<file path="src/rtl/key_event_pkg.sv">
// Shared types and constants for the key event generator.
package key_event_pkg;

  // Per-key debounce/hold state machine encoding
  typedef enum logic [1:0] {
    IDLE         = 2'd0,
    PRESS_WAIT   = 2'd1,
    HELD         = 2'd2,
    RELEASE_WAIT = 2'd3
  } key_fsm_e;

  // 1 ms tick divider for the default 50 MHz clock
  localparam int MS_TICK_DIV = 50000000 / 1000;

  // Width of the per-key millisecond counters (covers delays up to 65535 ms)
  localparam int MS_CNT_W = 16;

endpackage

</file>
<file path="src/rtl/key_debounce_fsm.sv">
// Debounce and hold FSM for one key, driven by a shared 1 ms tick.
// Optional auto-repeat while held is enabled by defining KEY_AUTOREPEAT_EN.
module key_debounce_fsm
  import key_event_pkg::*;
#(
  parameter int DEBOUNCE_MS     = 20,
  parameter int REPEAT_DELAY_MS = 500,
  parameter int REPEAT_MS       = 100
) (
  input  logic i_clk,
  input  logic i_rst,
  input  logic i_tick,
  input  logic i_key_sync,
  output logic o_key_state,
  output logic o_press,
  output logic o_release
);

  localparam logic [MS_CNT_W-1:0] DB_TERM = MS_CNT_W'(DEBOUNCE_MS);

  // Counters stop at their terminal value instead of wrapping
  function automatic logic [MS_CNT_W-1:0] sat_inc(input logic [MS_CNT_W-1:0] v,
                                                  input logic [MS_CNT_W-1:0] lim);
    return (v >= lim) ? lim : v + MS_CNT_W'(1);
  endfunction

  key_fsm_e            state_q, state_d;
  logic [MS_CNT_W-1:0] ms_cnt_q, ms_cnt_d;
  logic                key_state_q, key_state_d;
  logic                press_d, release_d;

`ifdef KEY_AUTOREPEAT_EN
  localparam logic [MS_CNT_W-1:0] RPT_DELAY_TERM = MS_CNT_W'(REPEAT_DELAY_MS);
  localparam logic [MS_CNT_W-1:0] RPT_TERM       = MS_CNT_W'(REPEAT_MS);

  logic [MS_CNT_W-1:0] rpt_cnt_q, rpt_cnt_d;
  logic                rpt_armed_q, rpt_armed_d;
  logic [MS_CNT_W-1:0] rpt_lim;
`endif

  // State, counters and registered event outputs
  always_ff @(posedge i_clk or posedge i_rst) begin
    if (i_rst) begin
      state_q     <= IDLE;
      ms_cnt_q    <= '0;
      key_state_q <= 1'b1;
      o_press     <= 1'b0;
      o_release   <= 1'b0;
`ifdef KEY_AUTOREPEAT_EN
      rpt_cnt_q   <= '0;
      rpt_armed_q <= 1'b0;
`endif
    end else begin
      state_q     <= state_d;
      ms_cnt_q    <= ms_cnt_d;
      key_state_q <= key_state_d;
      o_press     <= press_d;
      o_release   <= release_d;
`ifdef KEY_AUTOREPEAT_EN
      rpt_cnt_q   <= rpt_cnt_d;
      rpt_armed_q <= rpt_armed_d;
`endif
    end
  end

  // Next-state, counter update and event decode
  always_comb begin
    state_d     = state_q;
    ms_cnt_d    = ms_cnt_q;
    key_state_d = key_state_q;
    press_d     = 1'b0;
    release_d   = 1'b0;
`ifdef KEY_AUTOREPEAT_EN
    rpt_cnt_d   = rpt_cnt_q;
    rpt_armed_d = rpt_armed_q;
    rpt_lim     = rpt_armed_q ? RPT_TERM : RPT_DELAY_TERM;
`endif
    case (state_q)
      IDLE: begin
        if (!i_key_sync) begin
          state_d  = PRESS_WAIT;
          ms_cnt_d = '0;
        end
      end
      PRESS_WAIT: begin
        if (i_key_sync) begin
          state_d = IDLE;
        end else if (i_tick) begin
          ms_cnt_d = sat_inc(ms_cnt_q, DB_TERM);
          if (ms_cnt_d == DB_TERM) begin
            state_d     = HELD;
            key_state_d = 1'b0;
            press_d     = 1'b1;
`ifdef KEY_AUTOREPEAT_EN
            rpt_cnt_d   = '0;
            rpt_armed_d = 1'b0;
`endif
          end
        end
      end
      HELD: begin
        if (i_key_sync) begin
          state_d  = RELEASE_WAIT;
          ms_cnt_d = '0;
        end
`ifdef KEY_AUTOREPEAT_EN
        else if (i_tick) begin
          rpt_cnt_d = sat_inc(rpt_cnt_q, rpt_lim);
          if (rpt_cnt_d == rpt_lim) begin
            press_d     = 1'b1;
            rpt_cnt_d   = '0;
            rpt_armed_d = 1'b1;
          end
        end
`endif
      end
      RELEASE_WAIT: begin
        // A bounce back to 0 resumes the hold; the repeat schedule is kept
        if (!i_key_sync) begin
          state_d = HELD;
        end else if (i_tick) begin
          ms_cnt_d = sat_inc(ms_cnt_q, DB_TERM);
          if (ms_cnt_d == DB_TERM) begin
            state_d     = IDLE;
            key_state_d = 1'b1;
            release_d   = 1'b1;
          end
        end
      end
      default: state_d = IDLE;
    endcase
  end

  assign o_key_state = key_state_q;

endmodule

</file>
<file path="src/rtl/key_event_gen.sv">
// Multi-key debouncer with press/release event pulses.
// Build macro KEY_AUTOREPEAT_EN adds auto-repeat press pulses while a key is held.
module key_event_gen
  import key_event_pkg::*;
#(
  parameter int F_CLK           = 50000000,
  parameter int N_KEYS          = 6,
  parameter int DEBOUNCE_MS     = 20,
  parameter int REPEAT_DELAY_MS = 500,
  parameter int REPEAT_MS       = 100
) (
  input  logic              i_clk,
  input  logic              i_rst,
  input  logic [N_KEYS-1:0] i_key,
  output logic [N_KEYS-1:0] o_key_state,
  output logic [N_KEYS-1:0] o_press,
  output logic [N_KEYS-1:0] o_release
);

  localparam int TICK_DIV = F_CLK / 1000;
  localparam int TICK_W   = (TICK_DIV > 1) ? $clog2(TICK_DIV) : 1;
  localparam logic [TICK_W-1:0] TICK_LAST = TICK_W'(TICK_DIV - 1);

  logic [N_KEYS-1:0] key_sync_p0, key_sync_p1;
  logic [TICK_W-1:0] tick_cnt;
  logic              tick;

  // Two-flop synchroniser; idles at 1 (released) so reset never looks like a press
  always_ff @(posedge i_clk or posedge i_rst) begin
    if (i_rst) begin
      key_sync_p0 <= '1;
      key_sync_p1 <= '1;
    end else begin
      key_sync_p0 <= i_key;
      key_sync_p1 <= key_sync_p0;
    end
  end

  // Free-running millisecond divider producing a one-cycle tick
  always_ff @(posedge i_clk or posedge i_rst) begin
    if (i_rst) begin
      tick_cnt <= '0;
      tick     <= 1'b0;
    end else begin
      tick     <= (tick_cnt == TICK_LAST);
      tick_cnt <= (tick_cnt == TICK_LAST) ? '0 : tick_cnt + TICK_W'(1);
    end
  end

  for (genvar k = 0; k < N_KEYS; k++) begin : g_key
    key_debounce_fsm #(
      .DEBOUNCE_MS     (DEBOUNCE_MS),
      .REPEAT_DELAY_MS (REPEAT_DELAY_MS),
      .REPEAT_MS       (REPEAT_MS)
    ) u_fsm (
      .i_clk       (i_clk),
      .i_rst       (i_rst),
      .i_tick      (tick),
      .i_key_sync  (key_sync_p1[k]),
      .o_key_state (o_key_state[k]),
      .o_press     (o_press[k]),
      .o_release   (o_release[k])
    );
  end

endmodule

</file>
<file path="config.mk">
export PLATFORM = sky130hd
export DESIGN_NAME = key_event_gen
export DESIGN_NICKNAME = d
export VERILOG_FILES = /design/src/rtl/key_event_pkg.sv /design/src/rtl/key_debounce_fsm.sv /design/src/rtl/key_event_gen.sv
export SDC_FILE = /design/constraint.sdc
export NUM_CORES = 1
export LEC_CHECK = 0
export CORE_MARGIN = 8
export CORE_UTILIZATION = 50
export CTS_BUF_LIST = sky130_fd_sc_hd__clkbuf_16
export DETAILED_ROUTE_END_ITERATION = 7
export PLACE_DENSITY_LB_ADDON = 0.1
export REMOVE_ABC_BUFFERS = 1
export SLEW_MARGIN = 20
export SYNTH_ARGS = -nofsm -noshare
export SYNTH_HDL_FRONTEND = slang
export SYNTH_SLANG_ARGS = --single-unit
</file>
<file path="constraint.sdc">
create_clock -name i_clk -period 6.22 [get_ports i_clk]
set_input_delay 1.244 -clock i_clk [delete_from_list [all_inputs] [get_ports i_clk]]
set_output_delay 1.244 -clock i_clk [all_outputs]
set_load 0.005 [all_outputs]
</file>
==> out/qor.txt <==
status: completed
post-CTS setup buffers: 0
vias: 4103
Die Y: 131 um
Setup WS post-layout: 3.52 ns
initial antenna violation count: 0
Worst Hold Depth: 0
Slew headroom: 39.9%
fmax: 0.370 GHz
yosys warns: 0
Setup crit end kind: primary output
HP Start: key_sync_p0[1]$_DFF_PP1_
Synth Cell Area: 0.00658 mm2
CTS root buf: clkbuf_16
CTS max path bufs: 2
DR WL/cell: 13.6 um
drt total wl: 10800 um
die area: 0.0171 mm2
unrepaired setup endpoints after global routing: false
min Tclk post-route: 2.70 ns
CTS tree: done
Initial Util: 50.5%
CORE AREA: 0.0130 mm2
hold crit path type: reg -> reg
Power per Cell Area: 298 mW/mm2
pre-CTS setup slack: 3.06 ns
Fin Clk Skew: 0.00870 ns
fill count: 1117
Slew @ Worst Pin: 0.902 ns
R2R depth: 4
DRT antenna net count: 0
fin util: 57.3%
setup TNS: 0 ns
Cell variety after synth: 50
Worst R2R Start: tick$_DFF_PP0_
Layout area overhead: 13.6%
Overflow after GRT: 0
Detailed Place HPWL: 7140 um
largest delay contributor family on the critical path: flip-flops
reg2reg setup slack: 4.02 ns
Placer Congestion: 0.737
final hold vios: 0
share of synthesized registers carrying an async set or reset: 100%
slowest stage delay, CP: 0.55 ns
Die X: 131 um
Post-synth EDFFs: 0
vias in the first global route: 3977
post-CTS sizing: 0
CTS Buf Count: 17
WP data required: 4.98 ns
Reg clk slew, reported paths: 0.06 ns
sequential fraction of the synthesis area: 59.3%
H-tree levels: 4
drt first pass iters: 4
synthesized flop and latch total: 155
Total Power: 2230 uW
DRC viols: 0
Avg Cell Area, Syn: 11.1 um2
worst-path cell chain: clkdlybuf4s50_1
diode count: 0
hold_buf cts: 0
clk sinks: 155
Startpoint Class: flop
Slowest cell on crit path: dfstp_2
Hold EP: key_sync_p1[1]$_DFF_PP1_
Syn Inst Count: 592
via/cell ratio: 5.16
Leak: 0.00344 uW
Max Cap Violations: 0
CP Max Fanout: 3
All-Layer GR Usage: 14.1%
Initial DRC Count: 290
CP arrival: 1.46 ns
Worst-Skew Late Latency: 0.41 ns
top_reg_cell synth: dfrtp_1
I/O pin count: 26
Final setup violation count: 0
share of layout cells above drive strength 1: 10.0%
WS Path Type: reg -> out
max-slew violation count: 0
first-pass GRT wire length: 18800 um
# rows: 42
Buffers on Ports: 25
Tcrit/Tclk final: 43.4%
RR Endpoint: g_key[4].u_fsm.ms_cnt_q[3]$_DFFE_PP0P_
largest net degree at the start of global routing: 104
peak supply drop: 0.000180 V
Buf/Inv on CP: 1
Final #Nets: 627
## power by group
group	switching (uW)	leakage (uW)	internal, uW	total (uW)
sequential	40.6	0.00205	1040	1080
combinational	62.8	0.00109	38.5	101
clock	380	0.000296	663	1040
total	483	0.00344	1740	2230
## metrics by stage
step	cells	hold WS (ns)	cell area (um2)
after global routing	795	0.358	7470
after detailed placement	763	0.347	6870
after floorplan	560	0.345	6380
after CTS	795	0.356	7470
after global placement	763	0.346	6870
final	795	0.355	7470
## worst max path at each step
stage	from	endpoint	slack, ns	cells past startpoint
final	g_key[1].u_fsm.o_key_state$_DFFE_PP1P_	o_key_state[1]	3.52	1
after floorplan	i_rst	asynchronous set/reset pin	0.83	1
after global placement	i_rst	asynchronous set/reset pin	3.13	3
after detailed placement	i_rst	g_key[2].u_fsm.o_release$_DFF_PP0_	3.06	3
after global routing	i_rst	g_key[4].u_fsm.ms_cnt_q[0]$_DFFE_PP0P_	3.30	3
after CTS	g_key[1].u_fsm.o_key_state$_DFFE_PP1P_	o_key_state[1]	3.49	1
## area by class of cell
class,instances,area [um2],share of cell area [%]
clock buffer,17,425,5.69
clock inverter,15,180,2.41
inverter,37,144,1.93
multi-input combinational,368,2340,31.3
sequential,155,3900,52.2
tap,176,220,2.95
timing repair buffer,27,265,3.55
## cell usage in the layout (no fill, tap or decap), drive strengths merged, types with 13 or more instances in the layout
master and count:
a21oi 17, and2 69, dfrtp 137, nor2 30, nor3 24, nand3 17, o21ai 32, dfstp 18
ha 13, nor4 16, inv 37, clkbuf 17, clkdlybuf4s50 25, nand2 30, xor2 17
## sequential cells by signal (all words and copies together) (netlist names), named ones only
register	flops
g_key.u_fsm.ms_cnt_q	96
tick_cnt	16
g_key.u_fsm.o_key_state	6
g_key.u_fsm.o_press	6
g_key.u_fsm.o_release	6
g_key.u_fsm.state_q	6
key_sync_p0	6
key_sync_p1	6
tick	1
## per-layer routing
layer | global-route usage [%] | vias up | wire [um]
met1 | 18.9 | 2011 | 5260
met2 | 21.1 | 46 | 4910
met5 | 0 | - | 0
met3 | 3.94 | 8 | 461
li1 | - | 2038 | -
met4 | 5.87 | 0 | 146
## synth_stat cells, types with 15 or more instances
master   count  area [um2]
buf_4       19         143
and2_1      69         432
nand2_1     30         113
a21oi_1     17        85.1
dfrtp_1    137        3430
dfstp_2     18         473
o21ai_0     30         150
nand3_1     17        85.1
inv_1       37         139
nor3_1      24         120
xor2_1      17         149
nor2_1      29         109
nor4_1      15        93.8
## cells by family (layout without fill, tap and decap cells)
kind of cell	count (synthesis)	after routing	share of synthesized area (%)
AND/OR/NAND/NOR	233	233	19.8
AO/OA/AOI/OAI	96	96	9.81
adder cells (fa/ha/maj)	13	13	2.47
buffers and inverters	69	96	5.17
XOR/XNOR	26	26	3.46
flip-flops	155	155	59.3
(Power assumes the default switching activity.)
